--- config.mk ---
export PLATFORM = sky130hd
export DESIGN_NAME = alu_sequencer
export DESIGN_NICKNAME = d
export VERILOG_FILES = /design/src/rtl/alu_sequencer.sv
export SDC_FILE = /design/constraint.sdc
export NUM_CORES = 1
export LEC_CHECK = 0
export ABC_AREA = 1
export BUFFER_PORTS_ARGS = -buffer_cell sky130_fd_sc_hd__buf_2
export CAP_MARGIN = 10
export CORE_MARGIN = 1.5
export CORE_UTILIZATION = 40
export DETAILED_ROUTE_END_ITERATION = 6
export PLACE_DENSITY = 0.63
export SLEW_MARGIN = 15
export SYNTH_ARGS = -nofsm -noshare
export SYNTH_HDL_FRONTEND = slang
export SYNTH_SLANG_ARGS = --single-unit
--- constraint.sdc ---
create_clock -name i_clk -period 2.2 [get_ports i_clk]
set_input_delay 0.33 -clock i_clk [delete_from_list [all_inputs] [get_ports i_clk]]
set_output_delay 0.33 -clock i_clk [all_outputs]
set_load 0.05 [all_outputs]
--- src/rtl/alu_sequencer.sv ---
// rtl/alu_sequencer.sv - 16-bit ALU request/response sequencer with iterative multiply and shifts
module alu_sequencer #(
   parameter int WIDTH = 16
) (
   input  logic             i_clk,
   input  logic             i_reset,
   input  logic             i_req_valid,
   output logic             o_req_ready,
   input  logic [4:0]       i_opcode,
   input  logic [WIDTH-1:0] i_operand_a,
   input  logic [WIDTH-1:0] i_operand_b,
   output logic             o_resp_valid,
   input  logic             i_resp_ready,
   output logic [WIDTH-1:0] o_result,
   output logic             o_carry,
   output logic             o_overflow,
   output logic             o_zero,
   output logic             o_error,
   output logic             o_busy
);

   localparam logic [1:0] S_IDLE = 2'd0;
   localparam logic [1:0] S_EXEC = 2'd1;
   localparam logic [1:0] S_ITER = 2'd2;
   localparam logic [1:0] S_DONE = 2'd3;

   localparam logic [4:0] OP_ADD = 5'd0;
   localparam logic [4:0] OP_SUB = 5'd1;
   localparam logic [4:0] OP_AND = 5'd2;
   localparam logic [4:0] OP_OR  = 5'd3;
   localparam logic [4:0] OP_XOR = 5'd4;
   localparam logic [4:0] OP_NOT = 5'd5;
   localparam logic [4:0] OP_EQ  = 5'd6;
   localparam logic [4:0] OP_MUL = 5'd7;
   localparam logic [4:0] OP_SHL = 5'd8;
   localparam logic [4:0] OP_SHR = 5'd9;

   logic [1:0]         r_state;
   logic [4:0]         r_op;
   logic [WIDTH-1:0]   r_a;
   logic [WIDTH-1:0]   r_b;
   logic [2*WIDTH-1:0] r_acc;
   logic [2*WIDTH-1:0] r_mcand;
   logic [3:0]         r_cnt;
   logic [WIDTH-1:0]   r_result;
   logic               r_carry;
   logic               r_overflow;
   logic               r_zero;
   logic               r_error;

   logic [WIDTH:0]     w_ext;
   logic [WIDTH-1:0]   w_res;
   logic               w_c;
   logic               w_v;
   logic               w_e;
   logic [2*WIDTH-1:0] w_acc_next;
   logic [WIDTH-1:0]   w_sh_next;
   logic               w_sh_out;
   logic               w_iterative;

   // Single-pass result and flags from the latched operands (EXEC state)
   always_comb begin
      w_ext = '0;
      w_res = '0;
      w_c   = 1'b0;
      w_v   = 1'b0;
      w_e   = 1'b0;
      case (r_op)
         OP_ADD: begin
            w_ext = {1'b0, r_a} + {1'b0, r_b};
            w_res = w_ext[WIDTH-1:0];
            w_c   = w_ext[WIDTH];
            w_v   = (r_a[WIDTH-1] == r_b[WIDTH-1]) && (w_res[WIDTH-1] != r_a[WIDTH-1]);
         end
         OP_SUB: begin
            w_ext = {1'b0, r_a} - {1'b0, r_b};
            w_res = w_ext[WIDTH-1:0];
            w_c   = w_ext[WIDTH];
            w_v   = (r_a[WIDTH-1] != r_b[WIDTH-1]) && (w_res[WIDTH-1] != r_a[WIDTH-1]);
         end
         OP_AND:  w_res = r_a & r_b;
         OP_OR:   w_res = r_a | r_b;
         OP_XOR:  w_res = r_a ^ r_b;
         OP_NOT:  w_res = ~r_a;
         OP_EQ:   w_res = (r_a == r_b) ? {{(WIDTH-1){1'b0}}, 1'b1} : '0;
         OP_SHL,
         OP_SHR:  w_res = r_a;   // only shift-by-0 reaches EXEC
         default: w_e   = 1'b1;
      endcase
   end

   // One multiply step and one single-bit shift step (ITER state)
   always_comb begin
      w_acc_next = r_b[0] ? (r_acc + r_mcand) : r_acc;
      if (r_op == OP_SHL) begin
         w_sh_next = {r_a[WIDTH-2:0], 1'b0};
         w_sh_out  = r_a[WIDTH-1];
      end else begin
         w_sh_next = {1'b0, r_a[WIDTH-1:1]};
         w_sh_out  = r_a[0];
      end
   end

   assign w_iterative = (i_opcode == OP_MUL) ||
                        (((i_opcode == OP_SHL) || (i_opcode == OP_SHR)) && (i_operand_b[3:0] != 4'd0));

   // Sequencer state, operand latches, iteration datapath and registered response
   always_ff @(posedge i_clk) begin
      if (i_reset) begin
         r_state    <= S_IDLE;
         r_op       <= '0;
         r_a        <= '0;
         r_b        <= '0;
         r_acc      <= '0;
         r_mcand    <= '0;
         r_cnt      <= '0;
         r_result   <= '0;
         r_carry    <= 1'b0;
         r_overflow <= 1'b0;
         r_zero     <= 1'b0;
         r_error    <= 1'b0;
      end else begin
         case (r_state)
            S_IDLE: begin
               if (i_req_valid) begin
                  r_op    <= i_opcode;
                  r_a     <= i_operand_a;
                  r_b     <= i_operand_b;
                  r_acc   <= '0;
                  r_mcand <= {{WIDTH{1'b0}}, i_operand_a};
                  r_cnt   <= (i_opcode == OP_MUL) ? 4'd15 : (i_operand_b[3:0] - 4'd1);
                  r_state <= w_iterative ? S_ITER : S_EXEC;
               end
            end
            S_EXEC: begin
               r_result   <= w_res;
               r_carry    <= w_c;
               r_overflow <= w_v;
               r_zero     <= (w_res == '0);
               r_error    <= w_e;
               r_state    <= S_DONE;
            end
            S_ITER: begin
               r_cnt <= r_cnt - 4'd1;
               if (r_op == OP_MUL) begin
                  r_acc   <= w_acc_next;
                  r_mcand <= {r_mcand[2*WIDTH-2:0], 1'b0};
                  r_b     <= {1'b0, r_b[WIDTH-1:1]};
               end else begin
                  r_a <= w_sh_next;
               end
               if (r_cnt == 4'd0) begin
                  r_overflow <= 1'b0;
                  r_error    <= 1'b0;
                  r_state    <= S_DONE;
                  if (r_op == OP_MUL) begin
                     r_result <= w_acc_next[WIDTH-1:0];
                     r_carry  <= (w_acc_next[2*WIDTH-1:WIDTH] != '0);
                     r_zero   <= (w_acc_next[WIDTH-1:0] == '0);
                  end else begin
                     r_result <= w_sh_next;
                     r_carry  <= w_sh_out;
                     r_zero   <= (w_sh_next == '0);
                  end
               end
            end
            default: begin
               if (i_resp_ready) begin
                  r_state <= S_IDLE;
               end
            end
         endcase
      end
   end

   assign o_req_ready  = (r_state == S_IDLE) && !i_reset;
   assign o_resp_valid = (r_state == S_DONE) && !i_reset;
   assign o_busy       = (r_state != S_IDLE) && !i_reset;
   assign o_result     = i_reset ? '0 : r_result;
   assign o_carry      = r_carry    && !i_reset;
   assign o_overflow   = r_overflow && !i_reset;
   assign o_zero       = r_zero     && !i_reset;
   assign o_error      = r_error    && !i_reset;

endmodule

Word level (Yosys, flattened, before mapping)

Index checks and enable logic that the tools add are counted.

Add/subtract/negate cells: 5
Div/mod/pow operators: 0
Mux-type cells: 41
Order comparisons: 0
Reductions and logical operators: 33
Bitwise logic cells: 4
Shifts and indexed selects: 0
Equality and inequality tests: 24
$mul: 0

Operators with widths:

| kind               | number |
|---|---|
| $mux 32            | 5 |
| $mux 16            | 8 |
| $pmux 16 s8        | 1 |
| $pmux 32 s2        | 2 |
| $pmux 16 s2        | 3 |
| $logic_not 16->1   | 3 |
| $add 32x32->32     | 1 |
| $eq 5x3->1 const B | 5 |
| $eq 5x4->1 const B | 4 |
| $add 16x16->17     | 1 |
| $sub 16x16->17     | 1 |
| $and 16x16->16     | 1 |
| $eq 16x16->1       | 1 |
| $not 16->16        | 1 |
| $or 16x16->16      | 1 |
| $reduce_bool 16->1 | 1 |
| $xor 16x16->16     | 1 |
| $pmux 1 s2         | 6 |
| $eq 5x2->1 const B | 2 |
| $logic_and 1x1->1  | 10 |
| $reduce_and 3->1   | 3 |
| $reduce_or 9->1    | 1 |
| $mux 1             | 8 |
| $mux 2             | 4 |
| other kinds (19)   | 33 |

Memory bits (read-only): 0
Bits of input ports: 41
Word-level logic and storage cells: 119
Latch bits: 0
Bits in writable memories: 0
Memories kept: 0
Register bits after elaboration: 127

Depth between registers and ports, before layout

Gate-level depths: netlist of run 1.

Word-level depth: 7
Depth in mapped cells: 19
Gate-level depth less buffers: 19

Least setup slack after synthesis of run 1

No wires, ideal clock.

Path type: register to register
From: register r_acc[0]
To: register r_zero
Arrival time: 2.147 ns
Stages on the path, launching flop included: 15
Buffers on the path: 0
Slack: -0.013 ns
Clock period less this slack: 2.213 ns
Cell sequence: dfxtp_1 > ha_1 > fa_1 > nand3_1 > nand3_1 > nand2_1 > nand2_1 > xor2_1 > o21ai_0 > nand2_1 > nor2_1 > nand3_1 > nor2_1 > nor2_1 > a21oi_2

Cells in the longest elaborated chain, start to end: 6

Ends and longest elaborated chain:

| item                     | line | source |
|---|---|---|
| start: declaration       | 42   | `logic [2*WIDTH-1:0] r_acc;` |
| start signal: assignment | 146  | `r_acc <= w_acc_next;` |
| $add 32x32->32           | 94   | `w_acc_next = r_b[0] ? (r_acc + r_mcand) : r_acc;` |
| $mux 32 (*)              | 94   |  |
| $logic_not 16->1 (*)     | 159  | `r_zero <= (w_acc_next[WIDTH-1:0] == '0);` |
| $mux 1 (*)               | 156  | `if (r_op == OP_MUL) begin` |
| $mux 1 (*)               | 152  | `if (r_cnt == 4'd0) begin` |
| $pmux 1 s2 (*)           | 123  | `case (r_state)` |
| end signal: assignment   | 139  | `r_zero <= (w_res == '0);` |
| end signal: assignment   | 159  |  |
| end signal: assignment   | 163  | `r_zero <= (w_sh_next == '0);` |
| end: declaration         | 48   | `logic r_zero;` |

Mark *: on every way between the ends. The rest lies on a longest branch, timed or not. The select of a mux whose other input is x is not followed.
A chain may end at the register's enable or synchronous reset.

Worst setup path in the final report of run 1

From: register r_mcand[0]
To: register r_zero

Cells in the longest elaborated chain, start to end: 6

Ends and longest elaborated chain:

| item                     | line | source |
|---|---|---|
| start: declaration       | 43   | `logic [2*WIDTH-1:0] r_mcand;` |
| start signal: assignment | 130  | `r_mcand <= {{WIDTH{1'b0}}, i_operand_a};` |
| start signal: assignment | 147  | `r_mcand <= {r_mcand[2*WIDTH-2:0], 1'b0};` |
| $add 32x32->32           | 94   |  |
| $mux 32                  | 94   |  |
| $logic_not 16->1         | 159  |  |
| $mux 1                   | 156  |  |
| $mux 1                   | 152  |  |
| $pmux 1 s2               | 123  |  |

No other way between the ends. The select of a mux whose other input is x is not followed.

==> impl_metrics.sql, run 1 <==
INSERT INTO impl_metrics (metric_group, metric, value, unit) VALUES
('clock_tree', 'cts.hold.buffers_added', '0', ''),
('cells_and_area', 'mostFrequentLayoutCell', 'sky130_fd_sc_hd__nand2_1', ''),
('cells_and_area', 'final_util', '58.5', '%'),
('place', 'place.gp.congestion', '0.935', ''),
('synth', 'synth_enable_flop_cells', '0', ''),
('synth', 'synth.avg_cell_area', '5.90', 'um^2'),
('cells_and_area', 'finish.cell_count_without_fillers', '2659', ''),
('sta', 'timing.final.max_slew_violations', '0', ''),
('place', 'placement.cell_area', '0.0144', 'mm^2'),
('clock_tree', 'cts_tree', 'yes', ''),
('detailed_routing', 'drcViolationCount', '0', ''),
('global_route', 'met2_usage', '48.5', '%'),
('floorplan', 'num_rows', '61', ''),
('synth', 'ys_seq_elements', '127', ''),
('sta', 'setup_ws', '-115', 'ps'),
('detailed_routing', 'via_per_inst', '5.28', ''),
('clock_tree', 'clk_transition_reported_paths', '70', 'ps'),
('sta', 'setup_tns', '-258', 'ps'),
('power_and_ir_drop', 'irDropWorstVdd', '899', 'uV'),
('floorplan', 'total_core_area', '0.0279', 'mm^2'),
('clock_tree', 'numClockSinks', '127', ''),
('global_route', 'global_route.usage.met1', '42.6', '%'),
('sta', 'finalHoldViolations', '0', ''),
('synth', 'postSynthNetCount', '2061', ''),
('synth', 'netlist_area', '0.0114', 'mm^2'),
('sta', 'timing.final.setup_violations', '4', ''),
('cells_and_area', 'postLayoutCellArea', '0.0163', 'mm^2'),
('sta', 'skew', '10.7', 'ps'),
('setup_path', 'worst-endpoint-required', '2580', 'ps'),
('global_route', 'grt_busiest_layer', 'met2', ''),
('clock_tree', 'clock_tree.root_cell', 'sky130_fd_sc_hd__clkbuf_16', ''),
('global_route', 'globalRouteMet3Util', '6.17', '%'),
('global_route', 'number_of_antenna_violations_at_the_first_check_in_global_routing', '0', ''),
('place', 'numPlacedInstances', '2619', ''),
('status', 'outcome', 'complete, but fails checks', ''),
('detailed_routing', 'drt.antenna.violating_nets', '0', ''),
('clock_tree', 'cts-buffers-inserted', '17', ''),
('place', 'port_buffers', '63', ''),
('sta', 'period_share', '105', '%'),
('clock_tree', 'clock_insertion_delay_worst_skew', '440', 'ps'),
('sta', 'min_period', '2320', 'ps'),
('floorplan', 'height_of_the_chip', '172', 'um'),
('cells_and_area', 'flow.area_growth_from_synthesis', '43.3', '%'),
('worst_hold_path', 'worstHoldPathType', 'in -> reg', ''),
('cells_and_area', 'n_antenna_cell', '0', ''),
('global_route', 'grtUsageTotal', '31.3', '%'),
('sta', 'timing.slew.headroom', '56.8', '%'),
('setup_path', 'critical_path.startpoint_type', 'flip-flop', ''),
('global_route', 'grt_first_pass_wirelength', '70800', 'um'),
('detailed_routing', 'route.vias.total', '14000', ''),
('sta', 'clock.fmax', '432', 'MHz'),
('global_route', 'grt_start_max_net_pins', '71', ''),
('cells_and_area', 'drive_above_1_share', '31.8', '%'),
('sta', 'grt_setup_unrepaired', 'yes', ''),
('synth', 'yosysWarningCount', '0', ''),
('place', 'detailedPlacementHpwl', '35200', 'um'),
('cells_and_area', 'final_cell_mix', 'sky130_fd_sc_hd__nand2_1 (506), sky130_fd_sc_hd__buf_4 (322), sky130_fd_sc_hd__inv_1 (253)', ''),
('synth', 'synth.distinct_cells', '52', ''),
('sta', 'transition_time_at_the_pin_with_the_least_slew_margin', '648', 'ps'),
('setup_path', 'critPathCaptureType', 'flip-flop', ''),
('clock_tree', 'clock_tree.htree_level_count', '4', ''),
('synth', 'synthesis.instances', '1929', ''),
('detailed_routing', 'violation_count_after_the_first_detailed_routing_iteration', '1334', ''),
('power_and_ir_drop', 'leakage', '7.80', 'nW'),
('floorplan', 'initial_core_util', '40.8', '%'),
('cells_and_area', 'final_nets', '2400', ''),
('synth', 'ys_dominant_reg_cell', 'sky130_fd_sc_hd__dfxtp_1', ''),
('floorplan', 'fp.dieArea', '0.0295', 'mm^2'),
('synth', 'postSynth.asyncResetShare', '0', '%'),
('setup_path', 'critPathArrivalTime', '2700', 'ps'),
('status', 'violations', 'negative setup slack', '');
## metal layers
| metal | share of wire [%] | routed length [um] | vias up |
|---|---|---|---|
| met2 | 43 | 19700 | 546 |
| met1 | 46 | 21100 | 6465 |
| met4 | 3.2 | 1480 | 0 |
| met3 | 7.9 | 3620 | 86 |
| li1 | - | - | 6936 |
| met5 | 0 | 0 | - |
## final timing paths
kind	start	endpoint	slack, ps	cells after the start
max	r_mcand[0]	r_zero	-120	16
min	i_opcode[2]	r_op[2]	150	3
max reg2reg	r_mcand[0]	r_zero	-120	16
min reg2reg	r_result[7]	r_result[7]	480	2
## through the flow
stage                     total power [mW]  setup slack, ps
after global routing                  21.0             -266
after CTS                             18.1             -182
after global placement                14.6             -341
final                                 19.8             -115
after detailed placement              14.6             -360
after floorplan                       9.22             22.3
## final cells by class
type                    instances  area [um^2]
inverters                     291         1100
repair buffers                397         2950
flip-flops and latches        127         2590
clock inverters                14          155
well taps                     378          473
multi-input cells            1434         8600
fillers                      2698        11600
clock buffers                  18          439
## power by group
part | total (mW) | switching (mW) | internal, mW
sequential | 3.29 | 0.437 | 2.86
combinational | 13.5 | 7.87 | 5.63
clock | 2.97 | 1.26 | 1.72
## kinds of logic (layout without fill, tap and decap cells)
kind of cell / after synthesis / after routing / share of synthesized area [%]
adders and majority gates: 91 / 91 / 10.2
AOI/OAI and AO/OA: 386 / 386 / 18.9
DFF: 127 / 127 / 22.3
muxes: 2 / 2 / 0.176
xor gates and xnor gates: 21 / 21 / 1.62
and+or+nand+nor: 934 / 934 / 34.1
buffers and inverters: 368 / 720 / 12.6
## cell usage after synthesis, types with 17 or more instances
cell type,count,share of area (%)
sky130_fd_sc_hd__clkbuf_1,45,1.5
sky130_fd_sc_hd__nor2_1,170,5.6
sky130_fd_sc_hd__o21ai_0,142,6.2
sky130_fd_sc_hd__dfxtp_1,127,22
sky130_fd_sc_hd__nand4_1,17,0.93
sky130_fd_sc_hd__ha_1,88,9.7
sky130_fd_sc_hd__buf_2,21,0.92
sky130_fd_sc_hd__nand3_1,144,6.3
sky130_fd_sc_hd__o22ai_1,29,1.6
sky130_fd_sc_hd__a21oi_1,127,5.6
sky130_fd_sc_hd__nand2_1,549,18
sky130_fd_sc_hd__inv_1,279,9.2
sky130_fd_sc_hd__a31oi_1,46,2.5
## critical path, stage by stage, from the launching register on
cell and delay, ps:
sky130_fd_sc_hd__dfxtp_2 340, sky130_fd_sc_hd__ha_4 160, sky130_fd_sc_hd__fa_2 390, sky130_fd_sc_hd__nand3_2 100, sky130_fd_sc_hd__nand3_4 80, sky130_fd_sc_hd__buf_6 130, sky130_fd_sc_hd__xnor2_2 110, sky130_fd_sc_hd__nand2_1 80
sky130_fd_sc_hd__o21ai_2 120, sky130_fd_sc_hd__nand2_4 70, sky130_fd_sc_hd__nor2_4 90, sky130_fd_sc_hd__nand2_1 50, sky130_fd_sc_hd__nor2_1 110, sky130_fd_sc_hd__nand3_1 80, sky130_fd_sc_hd__nor2_1 130, sky130_fd_sc_hd__nor2_1 80
sky130_fd_sc_hd__a21oi_2 120
## flip-flops by register name, summed over array words and instances, names as in the netlist
| signal | count |
|---|---|
| r_error | 1 |
| r_acc | 32 |
| r_carry | 1 |
| r_op | 5 |
| r_zero | 1 |
| r_cnt | 4 |
| r_state | 2 |
| r_a | 16 |
| r_result | 16 |
| r_overflow | 1 |
| r_mcand | 32 |
| r_b | 16 |
## timing repair
action | in CTS | in global routing
buffers inserted | 4 | 5
gates cloned | 0 | 0
endpoints found under the setup margin | 24 | 76
gates resized for setup | 106 | 221
pin swaps | 18 | 61
Power figures use the tool's default switching activity.
==> inputs of run 2 (changes only) <==
REMOVE_ABC_BUFFERS = 1   (was unset)
SKIP_LAST_GASP = 1   (was unset)
==> impl_metrics.sql, run 2 (same netlist as run 1, synthesis figures left out) <==
INSERT INTO impl_metrics (metric_group, metric, value, unit) VALUES
('sta', 'transition_time_at_the_pin_with_the_least_slew_margin', '572', 'ps'),
('setup_path', 'crit_family', 'simple AND/OR/NAND/NOR gates', ''),
('detailed_routing', 'violation_count_after_the_first_detailed_routing_iteration', '1124', ''),
('place', 'detailedPlacementHpwl', '34600', 'um'),
('cells_and_area', 'final_cell_mix', 'sky130_fd_sc_hd__nand2_1 (491), sky130_fd_sc_hd__buf_4 (361), sky130_fd_sc_hd__inv_1 (252)', ''),
('clock_tree', 'clockBufferDepth', '2', ''),
('sta', 'timing.final.max_slew_violations', '0', ''),
('setup_path', 'crit-reg2reg-launch', 'r_acc[2]', ''),
('global_route', 'grtUsageTotal', '31.0', '%'),
('detailed_routing', 'route.vias.total', '14100', ''),
('detailed_routing', 'drt.antenna.violating_nets', '0', ''),
('sta', 'timing.slew.headroom', '61.7', '%'),
('sta', 'timing.final.setup_violations', '4', ''),
('setup_path', 'cp_slowest_stage_delay', '320', 'ps'),
('setup_path', 'critical_path_class', 'reg -> reg', ''),
('clock_tree', 'clock_tree.root_cell', 'sky130_fd_sc_hd__clkbuf_16', ''),
('setup_path', 'timing.critical_path.buf_inv', '1', ''),
('setup_path', 'r2r.worst_path.cells', '14', ''),
('worst_hold_path', 'worstHoldPathType', 'in -> reg', ''),
('sta', 'grt_setup_unrepaired', 'yes', ''),
('clock_tree', 'clk_transition_reported_paths', '70', 'ps'),
('place', 'place.gp.congestion', '0.937', ''),
('cells_and_area', 'mostFrequentLayoutCell', 'sky130_fd_sc_hd__nand2_1', ''),
('floorplan', 'num_io_pins', '64', ''),
('cells_and_area', 'flow.area_growth_from_synthesis', '46.1', '%'),
('setup_path', 'worst-endpoint-required', '2580', 'ps'),
('floorplan', 'total_core_area', '0.0279', 'mm^2'),
('clock_tree', 'cts_tree', 'yes', ''),
('sta', 'period_share', '109', '%'),
('floorplan', 'num_rows', '61', ''),
('sta', 'timing.hold.ws', '156', 'ps'),
('cells_and_area', 'n_antenna_cell', '0', ''),
('global_route', 'global_route.overflow_total', '0', ''),
('global_route', 'grt_start_max_net_pins', '71', ''),
('power_and_ir_drop', 'irDropWorstVdd', '858', 'uV'),
('worst_hold_path', 'min_from', 'i_opcode[2]', ''),
('cells_and_area', 'finish.cell_count_without_fillers', '2701', ''),
('global_route', 'first_global_vias', '13300', ''),
('setup_path', 'timing.rr.end', 'r_zero', ''),
('place', 'port_buffers', '63', ''),
('sta', 'min_period', '2390', 'ps'),
('place', 'numPlacedInstances', '2649', ''),
('detailed_routing', 'via_per_inst', '5.24', ''),
('setup_path', 'cpMaxStageDelayCell', 'sky130_fd_sc_hd__dfxtp_1', ''),
('detailed_routing', 'wl', '45700', 'um'),
('worst_hold_path', 'timing.hold.worst_path_depth', '3', ''),
('run', 'maxCapViolCount', '0', ''),
('global_route', 'number_of_antenna_violations_at_the_first_check_in_global_routing', '0', ''),
('sta', 'setup_ws', '-193', 'ps'),
('power_and_ir_drop', 'pwr_density_cell', '1200', 'mW/mm^2'),
('status', 'outcome', 'complete, but fails checks', ''),
('setup_path', 'path_cells', 'ha_1 -> or2_1 -> nand3_1 -> nand2_1 -> buf_4 -> xnor2_1 -> nand2_1 -> o21ai_0 -> nand3_1 -> nor2_2 -> nand3_1 -> nor2_1 -> nor2_1 -> a21oi_2', ''),
('floorplan', 'height_of_the_chip', '172', 'um'),
('floorplan', 'fp.dieArea', '0.0295', 'mm^2'),
('power_and_ir_drop', 'leakage', '8.10', 'nW'),
('clock_tree', 'clock_insertion_delay_worst_skew', '440', 'ps'),
('setup_path', 'critical_path_peak_fanout', '2', ''),
('cells_and_area', 'final_nets', '2442', ''),
('clock_tree', 'clock_tree.htree_level_count', '4', ''),
('detailed_routing', 'first_pass_iters', '5', ''),
('detailed_routing', 'detail_route.wl_per_cell', '16.9', 'um'),
('setup_path', 'setup.reg_to_reg.worst_slack', '-190', 'ps'),
('cells_and_area', 'drive_above_1_share', '33.6', '%'),
('sta', 'clock.fmax', '418', 'MHz'),
('clock_tree', 'cts-buffers-inserted', '17', ''),
('sta', 'setup_tns', '-348', 'ps'),
('sta', 'skew', '17.3', 'ps'),
('cells_and_area', 'reg.largest.list', 'r_acc (32), r_mcand (32)', ''),
('status', 'violations', 'negative setup slack', ''),
('global_route', 'grt_first_pass_wirelength', '70300', 'um'),
('sta', 'finalHoldViolations', '0', ''),
('floorplan', 'initial_core_util', '40.8', '%'),
('worst_hold_path', 'worstHoldEndpoint', 'r_op[2]', ''),
('clock_tree', 'numClockSinks', '127', ''),
('setup_path', 'critical_path.startpoint_type', 'flip-flop', ''),
('detailed_routing', 'drcViolationCount', '0', ''),
('cells_and_area', 'fill_cells', '2703', ''),
('floorplan', 'fp.dieW', '172', 'um'),
('setup_path', 'crit_top_cell', 'sky130_fd_sc_hd__nand3_1', ''),
('setup_path', 'critPathCaptureType', 'flip-flop', ''),
('clock_tree', 'cts.hold.buffers_added', '0', ''),
('setup_path', 'critPathArrivalTime', '2770', 'ps');
-- run 2: changes by cell type in the layout (fill, tap and decap cells not counted), moves of 7 or more --
cell / delta
sky130_fd_sc_hd__buf_4: +39
sky130_fd_sc_hd__dfxtp_2: -7
sky130_fd_sc_hd__nand2_1: -15
sky130_fd_sc_hd__nand2_2: +12
sky130_fd_sc_hd__nand3_2: +8
sky130_fd_sc_hd__nor2_2: +8
-- run 2: cell type report --
type / count / area (um^2) / share of cell area (%)
multi-input combinational: 1434 / 8580 / 51.6
clock inverter: 14 / 168 / 1.01
timing repair buffer: 439 / 3290 / 19.8
clock buffer: 18 / 439 / 2.64
sequential: 127 / 2590 / 15.6
tap: 378 / 473 / 2.84
inverter: 291 / 1090 / 6.57
-- run 2: repair_timing --
action                     4_1_cts  5_1_grt
pin swaps                       34       53
gates resized for setup        115      229
buffers inserted                 4       17
setup endpoints to repair       27       67
-- run 2: layer usage --
metal	global-route usage (%)	vias to the layer above	part of all wire, %	wire length (um)
met5	0	-	0	0
met4	10.5	0	2.8	1270
met3	4.51	64	7.3	3340
met2	47.5	517	44	20000
met1	44.1	6543	46	21100
li1	-	7016	-	-
-- run 2: through the flow --
step / power, mW / worst slack [ps] / utilization (%) / area [um^2]
after global placement: 14.8 / -426 / 52.4 / 14600
final: 20.0 / -193 / 59.7 / 16600
after global routing: 21.3 / -288 / 59.7 / 16600
after floorplan: 8.92 / -1810 / - / 11000
after detailed placement: 14.9 / -462 / 52.4 / 14600
after CTS: 18.5 / -159 / 56.3 / 15700
-- run 2: worst max path at each step --
| stage | endpoint | cells after the start | slack [ps] | start |
|---|---|---|---|---|
| finish | r_zero | 14 | -190 | r_acc[2] |
| detailed placement | r_carry | 16 | -460 | r_acc[0] |
| global placement | r_carry | 16 | -430 | r_acc[0] |
| global route | r_carry | 18 | -290 | r_mcand[21] |
| CTS | r_zero | 19 | -160 | r_a[0] |
| floorplan | r_b[10] | 8 | -1810 | r_state[0] |
-- run 2: worst min-delay path, stage by stage --
cell                      delay [ps]
sky130_fd_sc_hd__buf_2           100
sky130_fd_sc_hd__inv_1            60
sky130_fd_sc_hd__a21oi_1          50
-- run 2: power breakdown --
part	switching, mW	internal [mW]	total (mW)	leakage, nW
Sequential	0.403	2.85	3.25	1.05
Clock	1.37	1.75	3.11	0.293
Combinational	7.68	5.92	13.6	6.76
==> inputs of run 3 (changes only) <==
PLACE_DENSITY = 0.55   (was 0.63)
==> impl_metrics.sql, run 3 (same netlist as run 1, synthesis figures left out) <==
INSERT INTO impl_metrics (metric_group, metric, value, unit) VALUES
('setup_path', 'cp_slowest_stage_delay', '360', 'ps'),
('global_route', 'grt_start_max_net_pins', '71', ''),
('clock_tree', 'cts_tree', 'yes', ''),
('detailed_routing', 'violation_count_after_the_first_detailed_routing_iteration', '1339', ''),
('setup_path', 'timing.critical_path.buf_inv', '3', ''),
('global_route', 'grt_first_pass_wirelength', '70200', 'um'),
('detailed_routing', 'detail_route.wl_per_cell', '17.2', 'um'),
('place', 'numPlacedInstances', '2642', ''),
('setup_path', 'critical_path_class', 'reg -> reg', ''),
('setup_path', 'critPathArrivalTime', '2660', 'ps'),
('floorplan', 'initial_core_util', '40.8', '%'),
('worst_hold_path', 'worstHoldPathType', 'in -> reg', ''),
('cells_and_area', 'flow.area_growth_from_synthesis', '45.1', '%'),
('setup_path', 'cpMaxStageDelayCell', 'sky130_fd_sc_hd__ha_1', ''),
('detailed_routing', 'route.vias.total', '14000', ''),
('sta', 'timing.final.setup_violations', '2', ''),
('detailed_routing', 'drcViolationCount', '0', ''),
('sta', 'setup_ws', '-141', 'ps'),
('detailed_routing', 'wl', '46300', 'um'),
('sta', 'skew', '10.0', 'ps'),
('sta', 'finalHoldViolations', '0', ''),
('cells_and_area', 'final_nets', '2430', ''),
('cells_and_area', 'finish.cell_count_without_fillers', '2688', ''),
('power_and_ir_drop', 'leakage', '7.98', 'nW'),
('cells_and_area', 'final_cell_mix', 'sky130_fd_sc_hd__nand2_1 (507), sky130_fd_sc_hd__buf_4 (346), sky130_fd_sc_hd__inv_1 (254)', ''),
('setup_path', 'path_depth', '17', ''),
('status', 'violations', 'negative setup slack', ''),
('sta', 'transition_time_at_the_pin_with_the_least_slew_margin', '619', 'ps'),
('cells_and_area', 'n_antenna_cell', '0', ''),
('setup_path', 'path_cells', 'ha_1 -> nand2_1 -> buf_4 -> inv_1 -> nand2_2 -> inv_1 -> nand2_1 -> nor2_1 -> nand2_1 -> nand4_1 -> nand3_2 -> nand2_1 -> nand2_1 -> nor2_4 -> nand3_2 -> nand2_1 -> a21oi_1', ''),
('setup_path', 'critPathCaptureType', 'flip-flop', ''),
('worst_hold_path', 'timing.hold.worst_path_depth', '3', ''),
('detailed_routing', 'via_per_inst', '5.21', ''),
('setup_path', 'crit_top_cell', 'sky130_fd_sc_hd__nand2_1', ''),
('clock_tree', 'numClockSinks', '127', ''),
('setup_path', 'worst-endpoint-required', '2520', 'ps'),
('setup_path', 'crit_family', 'simple AND/OR/NAND/NOR gates', ''),
('sta', 'grt_setup_unrepaired', 'yes', ''),
('clock_tree', 'clk_transition_reported_paths', '60', 'ps'),
('global_route', 'grtUsageTotal', '31.4', '%'),
('power_and_ir_drop', 'pwr_density_cell', '1190', 'mW/mm^2'),
('detailed_routing', 'first_pass_iters', '5', ''),
('floorplan', 'fp.dieW', '172', 'um'),
('detailed_routing', 'drt.antenna.violating_nets', '0', ''),
('sta', 'clock.fmax', '427', 'MHz'),
('global_route', 'first_global_vias', '13000', ''),
('global_route', 'global_route.overflow_total', '0', ''),
('floorplan', 'total_core_area', '0.0279', 'mm^2'),
('place', 'place.gp.congestion', '0.990', ''),
('clock_tree', 'cts-buffers-inserted', '17', ''),
('run', 'maxCapViolCount', '0', ''),
('floorplan', 'fp.dieArea', '0.0295', 'mm^2'),
('floorplan', 'num_io_pins', '64', ''),
('cells_and_area', 'sequential_cell_area', '0.00258', 'mm^2'),
('floorplan', 'num_rows', '61', ''),
('floorplan', 'height_of_the_chip', '172', 'um'),
('setup_path', 'critical_path_peak_fanout', '3', ''),
('clock_tree', 'clock_insertion_delay_worst_skew', '440', 'ps'),
('clock_tree', 'clock_tree.htree_level_count', '4', ''),
('cells_and_area', 'multi_input_area', '0.00855', 'mm^2'),
('cells_and_area', 'drive_above_1_share', '32.5', '%'),
('sta', 'timing.slew.headroom', '58.6', '%'),
('sta', 'timing.final.max_slew_violations', '0', ''),
('cells_and_area', 'reg.largest.list', 'r_acc (32), r_mcand (32)', ''),
('power_and_ir_drop', 'irDropWorstVdd', '987', 'uV'),
('sta', 'period_share', '106', '%'),
('clock_tree', 'clockBufferDepth', '2', ''),
('status', 'outcome', 'complete, but fails checks', ''),
('clock_tree', 'clock_tree.root_cell', 'sky130_fd_sc_hd__clkbuf_16', ''),
('cells_and_area', 'fill_cells', '2782', ''),
('sta', 'min_period', '2340', 'ps'),
('place', 'port_buffers', '63', ''),
('setup_path', 'critical_path.startpoint_type', 'flip-flop', ''),
('cells_and_area', 'mostFrequentLayoutCell', 'sky130_fd_sc_hd__nand2_1', ''),
('place', 'detailedPlacementHpwl', '35900', 'um'),
('global_route', 'number_of_antenna_violations_at_the_first_check_in_global_routing', '0', ''),
('setup_path', 'r2r.worst_path.cells', '17', ''),
('cells_and_area', 'final_util', '59.3', '%');
==> run 3: timing repair <==
action | 4_1_cts | 5_1_grt
setup buffers | 5 | 13
resized for setup | 91 | 245
endpoints found under the setup margin | 25 | 78
pin swaps | 24 | 66
hold buffers | 0 | 0
==> run 3: final timing paths <==
check,start,endpoint,slack [ps]
worst max-delay path,r_acc[21],r_carry,-140
worst min-delay path,i_opcode[2],r_op[2],170
worst max register to register,r_acc[21],r_carry,-140
worst min register to register,r_acc[29],r_acc[29],480
==> run 3: cell type report <==
type | instances | share of cell area (%)
Clock inverter | 10 | 0.826
Sequential cell | 127 | 15.7
Tap cell | 378 | 2.86
Clock buffer | 21 | 2.85
Inverter | 291 | 6.66
Multi-Input combinational cell | 1434 | 51.8
Timing Repair Buffer | 427 | 19.3
==> run 3: tightest hold or removal path: stages <==
cell and delay [ps]:
sky130_fd_sc_hd__buf_2 100, sky130_fd_sc_hd__inv_1 60, sky130_fd_sc_hd__a21oi_1 60
==> run 3: where the power goes <==
group	internal, mW	switching, mW
logic	5.68	7.73
registers	2.85	0.402
clock network	1.86	1.15
total	10.4	9.29
==> run 3: per-layer routing <==
layer	GRT usage [%]	vias to the layer above	wire length, um	share of wire [%]
li1	-	7010	-	-
met1	45.5	6443	22500	49
met2	47.5	487	19500	42
met3	4.79	67	3070	6.6
met4	9.65	0	1210	2.6
met5	0	-	0	0
==> run 3: through the flow <==
step	power, mW	setup TNS (ps)	area [um^2]	setup slack, ps	hold WS [ps]
6_report	19.7	-269	16500	-141	168
5_1_grt	21.0	-1470	16500	-278	175
4_1_cts	18.1	-359	15500	-160	149
3_5_place_dp	14.7	-2290	14500	-422	466
3_3_place_gp	14.7	-1980	14500	-446	451
2_1_floorplan	8.92	-156140	11000	-1810	399
